--- src/rtl/par8_tx_arbiter_pkg.sv ---
// Shared definitions for the par8 transmitter arbiter.
//   state_t   : arbiter FSM states (IDLE, SEND, HOLD)
//   REQ0/REQ1 : requester indices into grant / pick vectors
package par8_tx_arbiter_pkg;

  typedef enum logic [1:0] {
    ST_IDLE,
    ST_SEND,
    ST_HOLD
  } state_t;

  localparam int unsigned REQ0 = 0;
  localparam int unsigned REQ1 = 1;

endpackage

--- src/rtl/par8_tx_arbiter_if.sv ---
// Bundle of source, transmitter and status signals around par8_tx_arbiter.
//   master : the environment (two byte sources, transmitter ready, observers)
//   slave  : the arbiter itself
interface par8_tx_arbiter_if;
  logic [7:0] req0_data;
  logic       req0_valid;
  logic       req0_last;
  logic       req0_ready;
  logic [7:0] req1_data;
  logic       req1_valid;
  logic       req1_last;
  logic       req1_ready;
  logic       ready_next;
  logic [7:0] txd_data;
  logic       valid;
  logic [1:0] grant;
  logic       busy;
  logic       abort;

  modport master (
    output req0_data, req0_valid, req0_last,
    output req1_data, req1_valid, req1_last,
    output ready_next,
    input  req0_ready, req1_ready,
    input  txd_data, valid, grant, busy, abort
  );

  modport slave (
    input  req0_data, req0_valid, req0_last,
    input  req1_data, req1_valid, req1_last,
    input  ready_next,
    output req0_ready, req1_ready,
    output txd_data, valid, grant, busy, abort
  );
endinterface

--- src/rtl/par8_tx_arbiter_rr_arb2.sv ---
// rr_arb2: combinational 2-way round-robin picker.
//   req[1:0]   : requesting sources
//   last_grant : index of the most recently granted source
//   pick[1:0]  : one-hot winner, 0 when nobody requests
module rr_arb2
  import par8_tx_arbiter_pkg::*;
(
  input  logic [1:0] req,
  input  logic       last_grant,
  output logic [1:0] pick
);

  always_comb begin
    pick = '0;
    case (req)
      2'b01:   pick = 2'b01;
      2'b10:   pick = 2'b10;
      // Contention: favour whichever source did not win last time.
      2'b11:   pick = (last_grant == 1'(REQ1)) ? 2'b01 : 2'b10;
      default: pick = '0;
    endcase
  end

endmodule

--- src/rtl/par8_tx_arbiter.sv ---
// par8_tx_arbiter: shares the par8_transmitter byte port between two message
// sources. Whole messages are granted round-robin, bytes are issued as
// one-cycle valid pulses with a hold-off after each, and a source that stalls
// mid-message for TIMEOUT cycles has its message aborted.
//   clk, reset : 100 MHz clock, synchronous active-high reset
//   bus        : source handshakes, transmitter byte port, grant/busy/abort
module par8_tx_arbiter
  import par8_tx_arbiter_pkg::*;
#(
  parameter int unsigned HOLDOFF = 2,
  parameter int unsigned TIMEOUT = 1024,
  parameter int unsigned TO_W    = 11
) (
  input logic            clk,
  input logic            reset,
  par8_tx_arbiter_if.slave bus
);

  localparam logic [3:0]      HOLD_LAST = 4'(HOLDOFF - 1);
  localparam logic [TO_W-1:0] TO_LAST   = TO_W'(TIMEOUT - 1);

  state_t          state_q, state_d;
  logic [1:0]      grant_q, grant_d;
  logic            last_grant_q, last_grant_d;
  logic [3:0]      hold_q, hold_d;
  logic [TO_W-1:0] to_q, to_d;
  logic            end_q, end_d;
  logic [7:0]      txd_q, txd_d;
  logic            valid_q, valid_d;
  logic            abort_q, abort_d;

  logic [1:0]      pick;
  logic            sel_valid;
  logic [7:0]      sel_data;
  logic            sel_last;
  logic            xfer;

  rr_arb2 u_rr_arb2 (
    .req        ({bus.req1_valid, bus.req0_valid}),
    .last_grant (last_grant_q),
    .pick       (pick)
  );

  always_comb begin
    sel_valid = 1'b0;
    sel_data  = '0;
    sel_last  = 1'b0;
    if (grant_q[REQ0]) begin
      sel_valid = bus.req0_valid;
      sel_data  = bus.req0_data;
      sel_last  = bus.req0_last;
    end else if (grant_q[REQ1]) begin
      sel_valid = bus.req1_valid;
      sel_data  = bus.req1_data;
      sel_last  = bus.req1_last;
    end
  end

  assign xfer = (state_q == ST_SEND) && bus.ready_next && sel_valid;

  assign bus.req0_ready = grant_q[REQ0] && (state_q == ST_SEND) && bus.ready_next && bus.req0_valid;
  assign bus.req1_ready = grant_q[REQ1] && (state_q == ST_SEND) && bus.ready_next && bus.req1_valid;
  assign bus.txd_data   = txd_q;
  assign bus.valid      = valid_q;
  assign bus.grant      = grant_q;
  assign bus.busy       = (state_q != ST_IDLE);
  assign bus.abort      = abort_q;

  always_comb begin
    state_d      = state_q;
    grant_d      = grant_q;
    last_grant_d = last_grant_q;
    hold_d       = hold_q;
    to_d         = to_q;
    end_d        = end_q;
    txd_d        = txd_q;
    valid_d      = 1'b0;
    abort_d      = 1'b0;
    case (state_q)
      ST_IDLE: begin
        if (|pick) begin
          grant_d      = pick;
          last_grant_d = pick[REQ1];
          to_d         = '0;
          end_d        = 1'b0;
          state_d      = ST_SEND;
        end
      end
      ST_SEND: begin
        if (xfer) begin
          txd_d   = sel_data;
          valid_d = 1'b1;
          end_d   = sel_last;
          to_d    = '0;
          hold_d  = '0;
          state_d = ST_HOLD;
        end else if (!sel_valid) begin
          if (to_q == TO_LAST) begin
            // last_grant is left alone so the other source wins next.
            abort_d = 1'b1;
            grant_d = '0;
            to_d    = '0;
            state_d = ST_IDLE;
          end else begin
            to_d = to_q + 1'b1;
          end
        end else begin
          // Source is presenting data; only the transmitter is stalling.
          to_d = '0;
        end
      end
      ST_HOLD: begin
        if (hold_q == HOLD_LAST) begin
          hold_d = '0;
          if (end_q) begin
            end_d   = 1'b0;
            grant_d = '0;
            state_d = ST_IDLE;
          end else begin
            state_d = ST_SEND;
          end
        end else begin
          hold_d = hold_q + 1'b1;
        end
      end
      default: state_d = ST_IDLE;
    endcase
  end

  always_ff @(posedge clk) begin
    if (reset) begin
      state_q      <= ST_IDLE;
      grant_q      <= '0;
      last_grant_q <= 1'(REQ1);
      hold_q       <= '0;
      to_q         <= '0;
      end_q        <= 1'b0;
      txd_q        <= '0;
      valid_q      <= 1'b0;
      abort_q      <= 1'b0;
    end else begin
      state_q      <= state_d;
      grant_q      <= grant_d;
      last_grant_q <= last_grant_d;
      hold_q       <= hold_d;
      to_q         <= to_d;
      end_q        <= end_d;
      txd_q        <= txd_d;
      valid_q      <= valid_d;
      abort_q      <= abort_d;
    end
  end

endmodule

--- src/flat_wrapper.sv ---
// flat-port wrapper written by rule: the top's interface ports become plain ports
module par8_tx_arbiter_flat import par8_tx_arbiter_pkg::*;
#(
  parameter int unsigned HOLDOFF = 2,
  parameter int unsigned TIMEOUT = 1024,
  parameter int unsigned TO_W    = 11
)
  (clk, reset, bus_req0_data, bus_req0_valid, bus_req0_last, bus_req1_data, bus_req1_valid, bus_req1_last, bus_ready_next, bus_req0_ready, bus_req1_ready, bus_txd_data, bus_valid, bus_grant, bus_busy, bus_abort);
  par8_tx_arbiter_if bus_i ();
  input logic clk;
  input logic reset;
  input wire logic [$bits(bus_i.req0_data)-1:0] bus_req0_data;
  input wire logic [$bits(bus_i.req0_valid)-1:0] bus_req0_valid;
  input wire logic [$bits(bus_i.req0_last)-1:0] bus_req0_last;
  input wire logic [$bits(bus_i.req1_data)-1:0] bus_req1_data;
  input wire logic [$bits(bus_i.req1_valid)-1:0] bus_req1_valid;
  input wire logic [$bits(bus_i.req1_last)-1:0] bus_req1_last;
  input wire logic [$bits(bus_i.ready_next)-1:0] bus_ready_next;
  output wire logic [$bits(bus_i.req0_ready)-1:0] bus_req0_ready;
  output wire logic [$bits(bus_i.req1_ready)-1:0] bus_req1_ready;
  output wire logic [$bits(bus_i.txd_data)-1:0] bus_txd_data;
  output wire logic [$bits(bus_i.valid)-1:0] bus_valid;
  output wire logic [$bits(bus_i.grant)-1:0] bus_grant;
  output wire logic [$bits(bus_i.busy)-1:0] bus_busy;
  output wire logic [$bits(bus_i.abort)-1:0] bus_abort;
  assign bus_i.req0_data = bus_req0_data;
  assign bus_i.req0_valid = bus_req0_valid;
  assign bus_i.req0_last = bus_req0_last;
  assign bus_i.req1_data = bus_req1_data;
  assign bus_i.req1_valid = bus_req1_valid;
  assign bus_i.req1_last = bus_req1_last;
  assign bus_i.ready_next = bus_ready_next;
  assign bus_req0_ready = bus_i.req0_ready;
  assign bus_req1_ready = bus_i.req1_ready;
  assign bus_txd_data = bus_i.txd_data;
  assign bus_valid = bus_i.valid;
  assign bus_grant = bus_i.grant;
  assign bus_busy = bus_i.busy;
  assign bus_abort = bus_i.abort;
  par8_tx_arbiter #(.HOLDOFF(HOLDOFF), .TIMEOUT(TIMEOUT), .TO_W(TO_W)) u_core (.clk(clk), .reset(reset), .bus(bus_i));
endmodule
--- config.mk ---
export PLATFORM = sky130hd
export DESIGN_NAME = par8_tx_arbiter_flat
export DESIGN_NICKNAME = d
export VERILOG_FILES = /design/src/rtl/par8_tx_arbiter_pkg.sv /design/src/rtl/par8_tx_arbiter_if.sv /design/src/rtl/par8_tx_arbiter_rr_arb2.sv /design/src/rtl/par8_tx_arbiter.sv /design/src/flat_wrapper.sv
export SDC_FILE = /design/constraint.sdc
export NUM_CORES = 1
export LEC_CHECK = 0
export CAP_MARGIN = 20
export CORE_MARGIN = 3
export CORE_UTILIZATION = 41
export CTS_BUF_LIST = sky130_fd_sc_hd__clkbuf_4
export DETAILED_ROUTE_END_ITERATION = 10
export GPL_TIMING_DRIVEN = 1
export PLACE_DENSITY = 0.68
export SETUP_SLACK_MARGIN = 0.5
export SYNTH_ARGS = -nofsm -noshare
export SYNTH_HDL_FRONTEND = slang
export SYNTH_SLANG_ARGS = --single-unit
--- constraint.sdc ---
create_clock -name clk -period 4.8 [get_ports clk]
set_clock_uncertainty 0.15 [all_clocks]
set_input_delay 0.72 -clock clk [delete_from_list [all_inputs] [get_ports clk]]
set_output_delay 0.72 -clock clk [all_outputs]
set_load 0.005 [all_outputs]
# ---- Yosys cells after proc, flatten, opt, wreduce, memory -nomap -nowiden
# Index checks and enable logic that the tools add are counted.
dict set report totals {
  reg_bits 31
  word_cells 85
}
dict set report classes {
  add_sub_neg 2
  n_eq_ne 16
  muxes 34
  bitwise_logic 1
  n_reduce_logical 23
}
# cell n
set op_table {}
lappend op_table {{11-bit two-way mux} 4}
lappend op_table {{11-bit case mux with 2 select lines} 1}
lappend op_table {{2-bit two-way mux} 10}
lappend op_table {{2-bit case mux with 3 select lines} 3}
lappend op_table {{8-bit two-way mux} 2}
lappend op_table {{11-bit by 1-bit adder with 11-bit output (second input constant)} 1}
lappend op_table {{11-bit by 10-bit equality test with 1-bit output (second input constant)} 1}
lappend op_table {{1-bit two-way mux} 10}
lappend op_table {{1-bit logical AND} 8}
lappend op_table {{4-bit two-way mux} 2}
lappend op_table {{2-bit by 1-bit != test with 1-bit output (second input constant)} 4}
lappend op_table {{4-bit case mux with 2 select lines} 1}
lappend op_table {{2-bit AND reduction} 4}
lappend op_table {{4-bit AND reduction} 2}
lappend op_table {{7-bit AND reduction} 1}
lappend op_table {{2-bit equality test (second input constant)} 3}
lappend op_table {{2-bit != test (second input constant)} 3}
lappend op_table {{2-bit nonzero test} 3}
lappend op_table {{4-bit by 1-bit adder with 4-bit output (second input constant)} 1}
lappend op_table {{2-bit by 1-bit equality test with 1-bit output (second input constant)} 2}
lappend op_table {{4-bit by 1-bit equality test with 1-bit output (second input constant)} 1}
lappend op_table {{2-bit OR reduction} 2}
lappend op_table {{4-bit OR reduction} 1}
lappend op_table {{3-bit by 2-bit != test with 1-bit output (second input constant)} 1}
lappend op_table {{other kinds (5)} 5}

# ---- Logic depth before layout (Yosys ltp)
# Gate-level depths: netlist of the first run.
dict set report logic_depth {
  word_depth 5
  depth_mapped 8
}

# ---- By module
# Synthesis of the first run repeated with hierarchy kept, for this count alone.
dict set report hier_totals {
  cells_unflattened 181
  area_unflattened_um2 1565.3
}
# module n_inst cells_per_inst area_each_um2 seq_area_each_um2
set modules_own_cells {}
lappend modules_own_cells {par8_tx_arbiter 1 178 1546.5 620.6}
lappend modules_own_cells {rr_arb2 1 3 18.8 0.0}

# ---- Worst setup path before layout of the first run
# OpenSTA, ideal clock, no wires.
dict set report synth_path {
  path_type {input port to flip-flop}
  start {input port bus_req1_valid}
  end {register u_core.to_q[6]}
  arrival_time_ns 1.782
  t_required_ns 4.559
  setup_slack_ns 2.777
  path_stages 5
  path_cell_list {nand3b_1 > nand3_1 > nor3_1 > a21oi_1 > a311oi_1}
}
dict set report synth_via {
  elab_chain_cells 5
}
# item line
set synth_rtl {}
lappend synth_rtl {{from (decl)} flat_wrapper.sv:16} ;# input wire logic [$bits(bus_i.req1_valid)-1:0] bus_req1_valid;
lappend synth_rtl {{2-bit equality test (tied with other cells)} par8_tx_arbiter_rr_arb2.sv:15} ;# case (req)
lappend synth_rtl {{2-bit case mux with 3 select lines or 1-bit two-way mux (tied branches)} {par8_tx_arbiter_rr_arb2.sv:15, par8_tx_arbiter.sv:48}}
lappend synth_rtl {{2-bit OR reduction (tied with other cells)} par8_tx_arbiter.sv:81} ;# if (|pick) begin
lappend synth_rtl {{2-bit by 1-bit != test with 1-bit output (no source line) or 11-bit two-way mux (tied branches)} n/a}
lappend synth_rtl {{2-bit AND reduction (no source line) or 11-bit case mux with 2 select lines (tied branches)} n/a}
lappend synth_rtl {{to (signal assigned)} par8_tx_arbiter.sv:146} ;# to_q <= to_d;
lappend synth_rtl {{to (decl)} par8_tx_arbiter.sv:26} ;# logic [TO_W-1:0] to_q, to_d;
# Parallel ways exist; a longest one is shown, timed or not.
# A chain may end at the register's enable or synchronous reset.

# ---- Worst setup path after layout of the first run
dict set report layout_path {
  start {input port bus_req0_valid}
  end {output port bus_req0_ready}
}
dict set report layout_via {
  elab_chain_cells 1
}
# item line
set layout_rtl {}
lappend layout_rtl {{from (decl)} flat_wrapper.sv:13} ;# input wire logic [$bits(bus_i.req0_valid)-1:0] bus_req0_valid;
lappend layout_rtl {{1-bit logical AND} par8_tx_arbiter.sv:61} ;# assign bus.req0_ready = grant_q[REQ0] && (state_q == ST_SEND) && bus.ready_next && bus.req0_valid;
lappend layout_rtl {{to (decl)} flat_wrapper.sv:19} ;# output wire logic [$bits(bus_i.req0_ready)-1:0] bus_req0_ready;
# No other way between the ends.

==> results of run 1 <==
[path summary, 6_finish.rpt]
path / start / to / cells past startpoint
max: bus_req0_valid / bus_req0_ready / 4
min: u_core.to_q[1] / u_core.to_q[1] / 2
max reg2reg: u_core.state_q[0] / u_core.to_q[6] / 7
min reg2reg: u_core.to_q[1] / u_core.to_q[1] / 2
[sequential cells by signal (all words and copies together), names as in the netlist]
signal and count:
u_core.end_q 1, u_core.bus.abort 1, u_core.bus.txd_data 8, u_core.state_q 2, u_core.bus.valid 1, u_core.to_q 11
u_core.hold_q 4, u_core.last_grant_q 1, u_core.bus.grant 2
[power by group]
group / internal, W / total [W] / switching, W
combinational: 0.0000688 / 0.000152 / 0.0000836
sequential: 0.000268 / 0.000283 / 0.0000142
clock: 0.0000598 / 0.000144 / 0.0000840
total: 0.000397 / 0.000579 / 0.000182
[per-layer routing]
layer  global-route usage [%]  wire [um]
met1                     23.8       1760
met2                     23.3       1670
met3                     4.86        173
met4                     5.11         47
met5                        0          0
[cells in the mapped netlist, types with 2 or more instances]
master	n	share of area, %
and3_1	3	1.2
xnor2_1	3	1.6
a31oi_1	2	0.77
a21oi_1	13	4.0
dfxtp_1	31	38
clkbuf_8	2	1.7
nand3_1	4	1.2
a21o_1	3	1.4
nor3b_1	2	0.92
nor3_1	10	3.1
o21ai_0	7	2.2
inv_1	6	1.4
nor2b_1	2	0.77
nand3b_1	6	2.8
a22oi_1	3	1.4
xor2_1	3	1.6
nand2b_1	2	0.77
a221oi_1	8	4.3
or3_1	3	1.2
nand4_1	4	1.5
nor2_1	28	6.5
nand2_1	14	3.2
a21boi_0	2	0.92
ha_1	8	6.2
[final cells by class]
| class | instances | area, um2 | share of cell area [%] |
|---|---|---|---|
| multi-input cells | 146 | 926 | 45.1 |
| flip-flops and latches | 31 | 621 | 30.2 |
| repair buffers | 37 | 370 | 18.0 |
| well taps | 48 | 60.1 | 2.93 |
| clock buffers | 6 | 45.0 | 2.20 |
| inverters | 6 | 22.5 | 1.10 |
| clock inverters | 2 | 7.51 | 0.366 |
[cells by family after synthesis]
logic type | synth area share [%]
XOR/XNOR | 3.23
AO/OA/AOI/OAI | 18.9
AND/OR/NAND/NOR | 28.7
buffers and inverters | 4.85
adder cells (fa/ha/maj) | 6.16
flip-flops | 38.2
[through the flow]
| step | area, um2 | total power [W] |
|---|---|---|
| after floorplan | 1630 | 0.000383 |
| after global routing | 2050 | 0.000620 |
| final | 2050 | 0.000579 |
| after detailed placement | 2000 | 0.000439 |
| after global placement | 2000 | 0.000439 |
| after CTS | 2050 | 0.000586 |
[tightest hold or removal path, delay by kind of cell, from the launching register on]
kind / cells / cell delay (ps)
AOI/OAI and AO/OA: 1 / 50
and+or+nand+nor: 1 / 60
DFF: 1 / 330
==> flow_summary.toml, run 1 <==
[route]
antenna_left = 0
drt_iter0_drc = 113
routed_wl_um = 3650
routedWlPerCell_um = 13.2
drtPass1Iterations = 4
remaining_drc_errors = 0
via_per_inst = 5.33
vias = 1472

[floorplanning]
die-height_um = 69.0
dieWidth_um = 69.0
fp-row-count = 22
ios = 38
initial_core_util_pct = 43.4
die-area_um2 = 4760
core-area_um2 = 3740

[synth]
synth_cells = 189
syn_nets = 220
seq_area_frac_synth_pct = 38.2
synth_area_per_cell_um2 = 8.60
synthArstFlopShare_pct = 0
synth_edf_count = 0
yosysUniqueCellTypes = 44
yosys_warnings = 0
synthFlopType = "dfxtp_1"
synth_area_um2 = 1630
synth-seq-cells = 31

[sta]
post-route-min-period_ps = 2960
setup_viol = 0
fin_ws_ps = 1840
worst_hold_slack_ps = 328
maxSlewViolCount = 0
fin_tns_setup_ps = 0
worstMarginPinSlew_ps = 973
finalHoldViolCount = 0
min_period_over_period_pct = 61.7
rsz0062_at_grt = "false"
max_slew_margin_pct = 34.9
max_freq_mhz = 338

[final_layout]
area_growth_pct = 26.3
layout-drive-gt1-share_pct = 5.70
finish.utilization_pct = 54.8
nFillCells = 372
fin_nets = 258
final_common_cell = "clkdlybuf4s50_1"
num_antenna_cells = 0
final_cell_mix = "clkdlybuf4s50_1 (37), dfxtp_1 (31), nor2_1 (28), nand2_1 (14), a21oi_1 (13)"
fin_cells = 276

[placement]
dpl.cell_count = 268
place_ws_ps = 1870
io_buffers = 37
dp_hpwl_um = 2700
routabilityCongestion = 0.815

[worst_setup_path]
crit_buf_inv = 2
slowest_delay_ps = 540
critPathMostFrequentCell = "clkdlybuf4s50_1"
worstSetupEndpointType = "output port"
crit_path_cell_trace = "clkdlybuf4s50_1 > nand2_1 > nor2_1 > clkdlybuf4s50_1"
cp_max_fo = 5
crit_type = "in2out"
rrSetupSlack_ps = 2450
start_kind = "input port"
critical_path_arrival_ps = 2090
cp.required_ps = 3930
crit_path_top_delay_cell = "clkdlybuf4s50_1"
cp_top_family = "buffers and inverters"

[clock_tree]
postCtsSetupBuffers = 0
cts_sinks = 31
cts_buffers = 5
cts_tree = "yes"
cts.clk_slew.worst_paths_ps = 90
htreeDepth = 2
cts_resized = 0
clock_latency_ps = 320
ctsHoldBuffers = 0
clockBufferDepth = 2
cts_root_buffer = "clkbuf_4"

[global_routing]
grt_pass1_wl_um = 5760
grt_pass1_vias = 1223
grt_use_total_pct = 16.5
antenna_found_initial = 0
grt_start_max_net_pins = 28
grt-ovfl-total = 0

[outcome]
status = "finished, final reports clean"

[worst_hold_path]
hold_class = "reg2reg"

[pwr]
p_per_area_nw_per_um2 = 282
leakage_nw = 0.728
ir_drop_mv = 0.127

[run]
drv_cap = 0
(Power assumes the default switching activity.)
==> run 2, diff against run 1 <==
Settings changed: PLACE_DENSITY 0.68 to 0.7.
Clock period 4.8 ns to 2.4 ns, I/O delays scaled along.
==> flow_summary.toml, run 2 (same netlist as run 1, synthesis figures left out) <==
[clock_tree]
cts.clk_slew.worst_paths_ps = 100
clockBufferDepth = 2
cts_buffers = 5
ctsHoldBuffers = 0
cts_sinks = 31
cts_root_buffer = "clkbuf_4"
clock_latency_ps = 330
htreeDepth = 2
cts_tree = "yes"

[final_layout]
final_cell_mix = "clkdlybuf4s50_1 (31), nor2_1 (28), dfxtp_1 (23), buf_4 (17), nand2_1 (12)"
final_common_cell = "clkdlybuf4s50_1"
num_antenna_cells = 0
seq_area_um2 = 638
largest_reg_flops = 11
multi_input_area_um2 = 1060
nFillCells = 342
area_growth_pct = 45.1
fin_cells = 294
finish.utilization_pct = 63.0
top_register = "u_core.to_q"
fin_nets = 276
layout-drive-gt1-share_pct = 25.6

[worst_setup_path]
crit_path_top_delay_cell = "or3b_4"
slowest_delay_ps = 390
critical_path_arrival_ps = 2110
crit_path_cell_trace = "inv_2 > ha_4 > or3b_4 > a21oi_4 > o221ai_2 > or3_1 > a21oi_2"
crit_type = "reg2reg"
worstSetupEndpointType = "register"
cp_max_fo = 4
start_kind = "register"
cp.required_ps = 2510

[sta]
min_period_over_period_pct = 83.6
post-route-min-period_ps = 2010
setup_viol = 0
fin_tns_setup_ps = 0
max_slew_margin_pct = 68.3
max_freq_mhz = 498
worst_hold_slack_ps = 334
worstMarginPinSlew_ps = 474
finalHoldViolCount = 0
maxSlewViolCount = 0
fin_ws_ps = 393
rsz0062_at_grt = "true"

[floorplanning]
die-area_um2 = 4760
ios = 38
fp-row-count = 22
dieWidth_um = 69.0
initial_core_util_pct = 43.4
die-height_um = 69.0
core-area_um2 = 3740

[global_routing]
grt_pass1_vias = 1347
grt-ovfl-total = 0
grt_use_total_pct = 17.2
grt_start_max_net_pins = 13
grt_pass1_wl_um = 6080
antenna_found_initial = 0

[route]
antenna_left = 0
routedWlPerCell_um = 13.6
routed_wl_um = 3990
remaining_drc_errors = 0
drt_iter0_drc = 68
via_per_inst = 5.27
vias = 1550
drtPass1Iterations = 4

[pwr]
leakage_nw = 0.883
ir_drop_mv = 0.346
power_frac_seq_pct = 39.4
p_per_area_nw_per_um2 = 601
p_sw_share_pct = 30.6
power.share.clock_pct = 28.3
intPower_w = 0.000983
power_switching_w = 0.000433
comb_power_share_pct = 32.4

[outcome]
status = "finished, final reports clean"

[placement]
dpl.cell_count = 277
routabilityCongestion = 0.826
io_buffers = 37
dp_hpwl_um = 2780
place_ws_ps = 137

[run]
drv_cap = 0

[worst_hold_path]
hold_class = "reg2reg"
run 2: cell types whose count changed in the layout (fill, tap and decap cells not counted), moves of 3 or more:
cell,before,now
clkdlybuf4s50_1,37,31
dfxtp_4,0,3
ha_1,8,4
dfxtp_1,31,23
inv_1,6,2
inv_2,0,3
buf_4,0,17
ha_4,0,4
a21oi_1,13,9
dfxtp_2,0,5
run 2: critical path, delay by kind of cell, from the launching register on:
family | cells | cell delay [ps]
buffers and inverters | 1 | 60
AND/OR/NAND/NOR | 2 | 780
AO/OA/AOI/OAI | 3 | 480
adder cells (fa/ha/maj) | 1 | 110
flip-flops | 1 | 350
run 2: timing repair:
action,4_1_cts,5_1_grt
cloned,0,0
hold endpoints to repair,0,0
pin swaps,3,11
gates resized for setup,27,24
buffers inserted,3,6
setup endpoints to repair,18,13
run 2: layout make-up:
| type | count | area share, % |
|---|---|---|
| multi-input combinational | 146 | 44.8 |
| sequential | 31 | 27.1 |
| timing repair buffer | 55 | 21.3 |
| tap | 48 | 2.55 |
| clock inverter | 3 | 1.64 |
| clock buffer | 5 | 1.59 |
| inverter | 6 | 1.11 |
run 2: through the flow:
| stage | total power (W) | instance area [um2] |
|---|---|---|
| 3_5_place_dp | 0.000901 | 2070 |
| 5_1_grt | 0.00150 | 2360 |
| 4_1_cts | 0.00135 | 2240 |
| 6_report | 0.00142 | 2360 |
| 2_1_floorplan | 0.000770 | 1630 |
| 3_3_place_gp | 0.000900 | 2070 |
run 2: final timing paths:
path,start,end,slack (ps),depth (start not counted)
max,u_core.hold_q[1],u_core.state_q[0],390,7
min reg2reg,u_core.to_q[1],u_core.to_q[1],330,2
max reg2reg,u_core.hold_q[1],u_core.state_q[0],390,7
min,u_core.to_q[1],u_core.to_q[1],330,2
run 2: power by group through the flow:
stage	clock, W	combinational, W	sequential [W]
floorplan	0	0.000203	0.000567
global placement	0	0.000332	0.000569
detailed placement	0	0.000331	0.000569
CTS	0.000411	0.000381	0.000556
global route	0.000438	0.000499	0.000562
finish	0.000400	0.000458	0.000558
run 2: layer usage:
metal / GRT usage (%) / share of wire, % / vias up
met2: 26.8 / 51 / 25
met4: 9.00 / 1.4 / 0
li1: - / - / 798
met5: 0 / 0 / -
met3: 3.40 / 3.2 / 6
met1: 22.4 / 44 / 721
